**config.mk**
```make
export PLATFORM = sky130hd
export DESIGN_NAME = uart_rx_fifo
export DESIGN_NICKNAME = d
export VERILOG_FILES = /design/src/rtl/uart_rx_fifo.sv
export SDC_FILE = /design/constraint.sdc
export NUM_CORES = 1
export LEC_CHECK = 0
export ABC_AREA = 1
export BUFFER_PORTS_ARGS = -buffer_cell sky130_fd_sc_hd__buf_4
export CORE_ASPECT_RATIO = 1.25
export CORE_MARGIN = 3
export CORE_UTILIZATION = 35
export CTS_BUF_LIST = sky130_fd_sc_hd__clkbuf_4 sky130_fd_sc_hd__clkbuf_8 sky130_fd_sc_hd__clkbuf_16
export CTS_CLUSTER_SIZE = 30
export DETAILED_ROUTE_END_ITERATION = 12
export REMOVE_ABC_BUFFERS = 1
export SYNTH_ARGS = -nofsm -noshare
export SYNTH_HDL_FRONTEND = slang
export SYNTH_SLANG_ARGS = --single-unit
```
**constraint.sdc**
```tcl
create_clock -name clk -period 2.05 [get_ports clk]
set_input_delay 0.1025 -clock clk [delete_from_list [all_inputs] [get_ports clk]]
set_output_delay 0.1025 -clock clk [all_outputs]
set_load 0.03 [all_outputs]
```
**src/rtl/uart_rx_fifo.sv**
```systemverilog
// Receive-side byte FIFO behind the UART rx. Captures one byte per rising edge of rx_ready.
// Latency: rd_en to rd_data/rd_valid is 1 clk. A byte arriving while full is dropped and sets sticky overrun.
// Optional afull flag is enabled by defining UART_RXF_AFULL_EN; otherwise afull is tied low.
module uart_rx_fifo #(
    parameter int DATA_W      = 8,
    parameter int ADDR_W      = 4,
    parameter int AFULL_LEVEL = 12
) (
    input  logic                clk,
    input  logic                reset,
    input  logic [DATA_W-1:0]   rx_data,
    input  logic                rx_ready,
    input  logic                rd_en,
    input  logic                clr_overrun,
    output logic [DATA_W-1:0]   rd_data,
    output logic                rd_valid,
    output logic                empty,
    output logic                full,
    output logic [ADDR_W:0]     count,
    output logic                overrun,
    output logic                afull
);
    localparam int CW    = ADDR_W + 1;
    localparam int DEPTH = 1 << ADDR_W;
    localparam logic [CW-1:0] DEPTH_C = CW'(DEPTH);

    logic [DATA_W-1:0] mem_q [DEPTH];
    logic [ADDR_W-1:0] wr_ptr_q, wr_ptr_d;
    logic [ADDR_W-1:0] rd_ptr_q, rd_ptr_d;
    logic [CW-1:0]     count_q, count_d;
    logic              empty_q, full_q;
    logic              rx_ready_q;
    logic [DATA_W-1:0] rd_data_q, rd_data_d;
    logic              rd_valid_q;
    logic              overrun_q, overrun_d;
    logic              push, pop, wr, drop;

    always_comb begin
        push = rx_ready & ~rx_ready_q;
        pop  = rd_en & ~empty_q;
        // A pop in the same cycle frees the slot, so a push into a full FIFO still lands.
        wr   = push & (~full_q | pop);
        drop = push & full_q & ~pop;

        wr_ptr_d  = wr  ? wr_ptr_q + 1'b1 : wr_ptr_q;
        rd_ptr_d  = pop ? rd_ptr_q + 1'b1 : rd_ptr_q;
        rd_data_d = pop ? mem_q[rd_ptr_q] : rd_data_q;

        count_d = count_q;
        if (wr && !pop)
            count_d = count_q + 1'b1;
        else if (pop && !wr)
            count_d = count_q - 1'b1;

        overrun_d = overrun_q;
        if (drop)
            overrun_d = 1'b1;
        else if (clr_overrun)
            overrun_d = 1'b0;
    end

    always_ff @(posedge clk) begin
        if (reset) begin
            wr_ptr_q   <= '0;
            rd_ptr_q   <= '0;
            count_q    <= '0;
            empty_q    <= 1'b1;
            full_q     <= 1'b0;
            rx_ready_q <= 1'b1;
            rd_data_q  <= '0;
            rd_valid_q <= 1'b0;
            overrun_q  <= 1'b0;
        end else begin
            wr_ptr_q   <= wr_ptr_d;
            rd_ptr_q   <= rd_ptr_d;
            count_q    <= count_d;
            empty_q    <= (count_d == '0);
            full_q     <= (count_d == DEPTH_C);
            rx_ready_q <= rx_ready;
            rd_data_q  <= rd_data_d;
            rd_valid_q <= pop;
            overrun_q  <= overrun_d;
        end
    end

    always_ff @(posedge clk) begin
        if (!reset && wr)
            mem_q[wr_ptr_q] <= rx_data;
    end

`ifdef UART_RXF_AFULL_EN
    logic afull_q;
    always_ff @(posedge clk) begin
        if (reset)
            afull_q <= 1'b0;
        else
            afull_q <= (count_d >= CW'(AFULL_LEVEL));
    end
    assign afull = afull_q;
`else
    assign afull = 1'b0;
`endif

    assign rd_data  = rd_data_q;
    assign rd_valid = rd_valid_q;
    assign empty    = empty_q;
    assign full     = full_q;
    assign count    = count_q;
    assign overrun  = overrun_q;
endmodule

```
Word level (Yosys, flattened, before mapping). Memory sizes are Yosys's and may differ from the RTL's. A register that Yosys moved wholly into a read port is not among the register bits. Index checks and enable logic that the tools add are counted.

Register bits after elaboration: 18. Bits in writable memories: 128. Word-level logic and storage cells: 38. Memories kept: 1.

Add/subtract/negate cells: 4. Equal/unequal tests: 1. Mux-type cells: 6. Bitwise operators: 10. Reductions and logical operators: 8.

Memory list: mem_q (words 16, bits a word 8, read ports 1, clocked after memory_dff 1, wr ports 1, RTL line 27) `logic [DATA_W-1:0] mem_q [DEPTH];`.

Operator list (number): $mux 5 (2); $add 4x1->4 const B (2); $add 5x1->5 const B (1); $and 1x1->1 (5); $eq 5x5->1 const B (1); $logic_not 5->1 (1); $sub 5x1->5 const B (1); $mux 1 (4); $not 1->1 (4); $logic_and 1x1->1 (3); $logic_not 1->1 (3); $reduce_bool 2->1 (1); $or 1x1->1 (1).

Depth between registers and ports, before layout.
Word-level depth: 9. Depth in mapped cells: 12. Gate-level depth less buffers: 12.

Least setup slack after synthesis. No wires, ideal clock.

Path kind: register to register. Start: register empty_q, in the netlist empty. End: memory mem_q[13][0], enable pin. Library setup time: 0.383 ns. Arrival: 1.540 ns. Required time: 1.667 ns. Path slack: 0.127 ns. Cell stages (with the launch flop): 6. Buffers on the path: 0. Path through: dfxtp_1 nor2_2 o21ai_1 nor2_1 inv_1 nor3_1.

Cells in the longest elaborated chain, start to end: 7.

RTL lines: from (decl) (RTL line 31) `logic empty_q, full_q;`; from (signal assigned) (RTL line 77) `empty_q <= (count_d == '0);`; $not 1->1 (RTL line 40) `pop = rd_en & ~empty_q;`; $and 1x1->1 (RTL line 40); $or 1x1->1 (RTL line 42) `wr = push & (~full_q | pop);`; $and 1x1->1 (RTL line 42); $logic_and 1x1->1 (RTL line 87) `if (!reset && wr)`; $mux 1 (RTL line 87); $mux 1 (implied by the code) (RTL line 88) `mem_q[wr_ptr_q] <= rx_data;`; to (decl) (RTL line 27).

No other way between the ends.

Final worst setup path.
Start: input port rx_ready. End: memory mem_q[1][7], enable pin.

Cells in the longest elaborated chain, start to end: 5.

RTL lines: from (decl) (RTL line 12) `input logic rx_ready,`; $and 1x1->1 (RTL line 39) `push = rx_ready & ~rx_ready_q;`; $and 1x1->1 (RTL line 42); $logic_and 1x1->1 (RTL line 87); $mux 1 (RTL line 87); $mux 1 (implied by the code) (RTL line 88).

No other way between the ends.

==> reports/metrics.yaml <==
route:
  dr_total_vias: 4550
  routedWlPerCell_um: 16.6
  drt_iter0_drc: 328
  drt_drc_violations_left: 0
  dr.pass1.iters: 5
  wl_um: 15000
  viasPerCell: 5.04
  postRouteAntennaNets: 0
clocking:
  numCtsBuffers: 17
  cts_resized: 0
  tritoncts: "built"
  clk_pin_slew_ns: 0.06
  root_buffer: "clkbuf_16"
  worstSkewPairLatency_ns: 0.42
  clockBufferDepth: 2
  htree_levels: 4
  post_cts_buffers: 0
  clkSinkCount: 154
timing:
  max_slew_margin: 0.599
  fin_hold_ws_ns: 0.0167
  tns_ns: 0
  post-route-period-util: 0.907
  finalSetupViolCount: 0
  fin_skew_ns: 0.0108
  worst_slew_pin_slew_ns: 0.598
  fin_crit_ns: 1.86
  maxSlewViolCount: 0
  rsz0062_at_grt: "no"
  hold_viol: 0
  fmax_ghz: 0.538
status:
  status: "completed"
worst_setup_path:
  path_class: "input port to flop"
  path_max_fanout: 8
  cp-start-kind: "input port"
  cp-end-kind: "flop"
  crit_chain: "dlygate4sd3_1 > buf_4 > inv_1 > nor2_2 > o21ai_1 > nor2_1 > inv_1 > nor3_1 > buf_4"
  crit_family: "buffers and inverters"
  critical-path-max-stage-delay_ns: 0.53
  cp.buffers_inverters: 5
  cp.required_ns: 2.18
  cp.arrival_ns: 1.99
  crit_slowest_cell: "dlygate4sd3_1"
cells_and_area:
  syn2layout_area_growth_pct: 17.6
  fillers: 1634
  regArea_um2: 4370
  final_cell_mix: "nand2_1, edfxtp_1, nand3_1, buf_4, nor2_1"
  final_cells: 902
  layout_commonest_cell: "nand2_1"
  multi_input_area_um2: 1790
  utilization: 0.428
  antenna_cells: 0
  drive_gt1_frac: 0.139
  nNetsFinal: 685
floorplan:
  start_util: 0.364
  core_um2: 17800
  fp.dieArea_um2: 20100
  rows: 54
  pin_count: 31
  die_h_um: 158
  chipWidth_um: 128
synth:
  synth_edf_count: 128
  syn-cell-area_um2: 6460
  syn_area_per_cell_um2: 10.4
  synth_top_cell_area_share: 0.595
  async_flop_share: 0
  yosys.area.top_type: "edfxtp_1"
  syn_inst: 622
  ys.flop_type: "edfxtp_1"
  ys_warn_count: 0
  ys_seq_area_frac: 0.675
  yosysUniqueCellTypes: 26
  synth_top_cells_by_area: "edfxtp_1, nand2_1, nand3_1, dfxtp_1, nor2_1"
  ys_seq_elements: 154
worst_hold_path:
  hold_path.class: "input port to flop"
pwr:
  clkPwrFrac: 0.372
  internal-power_mw: 5.80
  p_per_area_nw_per_um2: 1090
  power_frac_comb: 0.193
  p_seq_frac: 0.434
  ir_drop_uv: 541
  p_leak_nw: 2.95
  switchingPower_mw: 2.45
  switching_share: 0.297
global_routing:
  grt-ovfl-total: 0
  grt_antenna_before_repair: 0
  grt_pass1_vias: 4507
  grt_max_degree: 67
  grt_pass1_wl_um: 23900
  track_usage: 0.155
place:
  place.detailed.hpwl_um: 9820
  place.gp.congestion: 0.808
  placed_cells: 868
  port_buffers: 29
run:
  drv_cap: 0
synth_stat cells (2+ instances only):
| library cell | n |
|---|---|
| nand2_1 | 195 |
| edfxtp_1 | 128 |
| nand3_1 | 107 |
| nor2_1 | 38 |
| inv_1 | 29 |
| dfxtp_1 | 26 |
| a21oi_1 | 20 |
| buf_2 | 14 |
| o21ai_1 | 10 |
| buf_4 | 9 |
| nor3_1 | 9 |
| ha_1 | 7 |
| clkbuf_1 | 5 |
| inv_2 | 4 |
| o21ai_0 | 4 |
| clkinv_1 | 3 |
| buf_1 | 2 |
| nand4_1 | 2 |
| nor2_2 | 2 |
| xor2_1 | 2 |
logic make-up (layout without fill, tap and decap cells):
family          Yosys count  count (layout)  share of synthesized area
compound gates           35              35                     0.0273
xor+xnor                  2               2                    0.00271
fa+ha+maj                 7               7                     0.0136
buf+inv                  67             123                     0.0480
flops                   154             154                      0.675
other cells               1               1                   0.000580
simple gates            356             356                      0.233
worst paths after layout:
| kind | slack (ns) | from | end | cells after the start |
|---|---|---|---|---|
| setup / recovery | 0.19 | rx_ready | mem_q[1][7] | 9 |
| hold / removal | 0.02 | rd_en | rd_valid | 3 |
| setup reg to reg | 0.22 | rx_ready_q | mem_q[1][7] | 6 |
| hold reg to reg | 0.48 | overrun | overrun | 2 |
what timing repair did:
| action | CTS | global route |
|---|---|---|
| hold buffers | 2 | 0 |
| endpoints found under the hold margin | 2 | 0 |
| setup endpoints to repair | 0 | 0 |
sequential cells by signal, summed over array words and instances, names as in the netlist:
signal and count:
empty 1, wr_ptr_q 4, full 1, rd_ptr_q 4, rx_ready_q 1, mem_q 128, rd_data 8, rd_valid 1
count 5, overrun 1
per-layer routing:
metal / part of all wire / track usage / vias to the layer above / wire length [um]
li1: - / - / 2198 / -
met2: 0.52 / 0.269 / 110 / 7880
met5: 0 / 0 / - / 0
met1: 0.42 / 0.190 / 2219 / 6260
met3: 0.038 / 0.0300 / 23 / 575
met4: 0.020 / 0.0613 / 0 / 301
power groups by stage:
stage	sequential, mW	combinational (mW)	clock (mW)
final	3.59	1.59	3.07
after global routing	3.60	1.78	3.30
after CTS	3.59	1.60	3.13
after detailed placement	3.65	1.59	0
after global placement	3.65	1.57	0
after floorplan	3.85	0.770	0
tightest hold or removal path, stage by stage:
cell and delay (ns):
buf_4 0.09, nand2_2 0.10, nor2_1 0.09
metrics by stage:
step                total power [mW]  setup WS [ns]  cell area [um2]
floorplan                       4.62         -0.730             6290
global placement                5.22          0.171             6990
detailed placement              5.24          0.186             6990
CTS                             8.32          0.149             7600
global route                    8.68          0.102             7600
finish                          8.25          0.191             7600
cell type report:
class                      instances  area share
inverter                          36      0.0178
clock inverter                    15      0.0216
timing repair buffer              55      0.0583
sequential                       154       0.574
multi-input combinational        401       0.235
tap                              224      0.0369
clock buffer                      17      0.0560
Power figures use the tool's default switching activity.
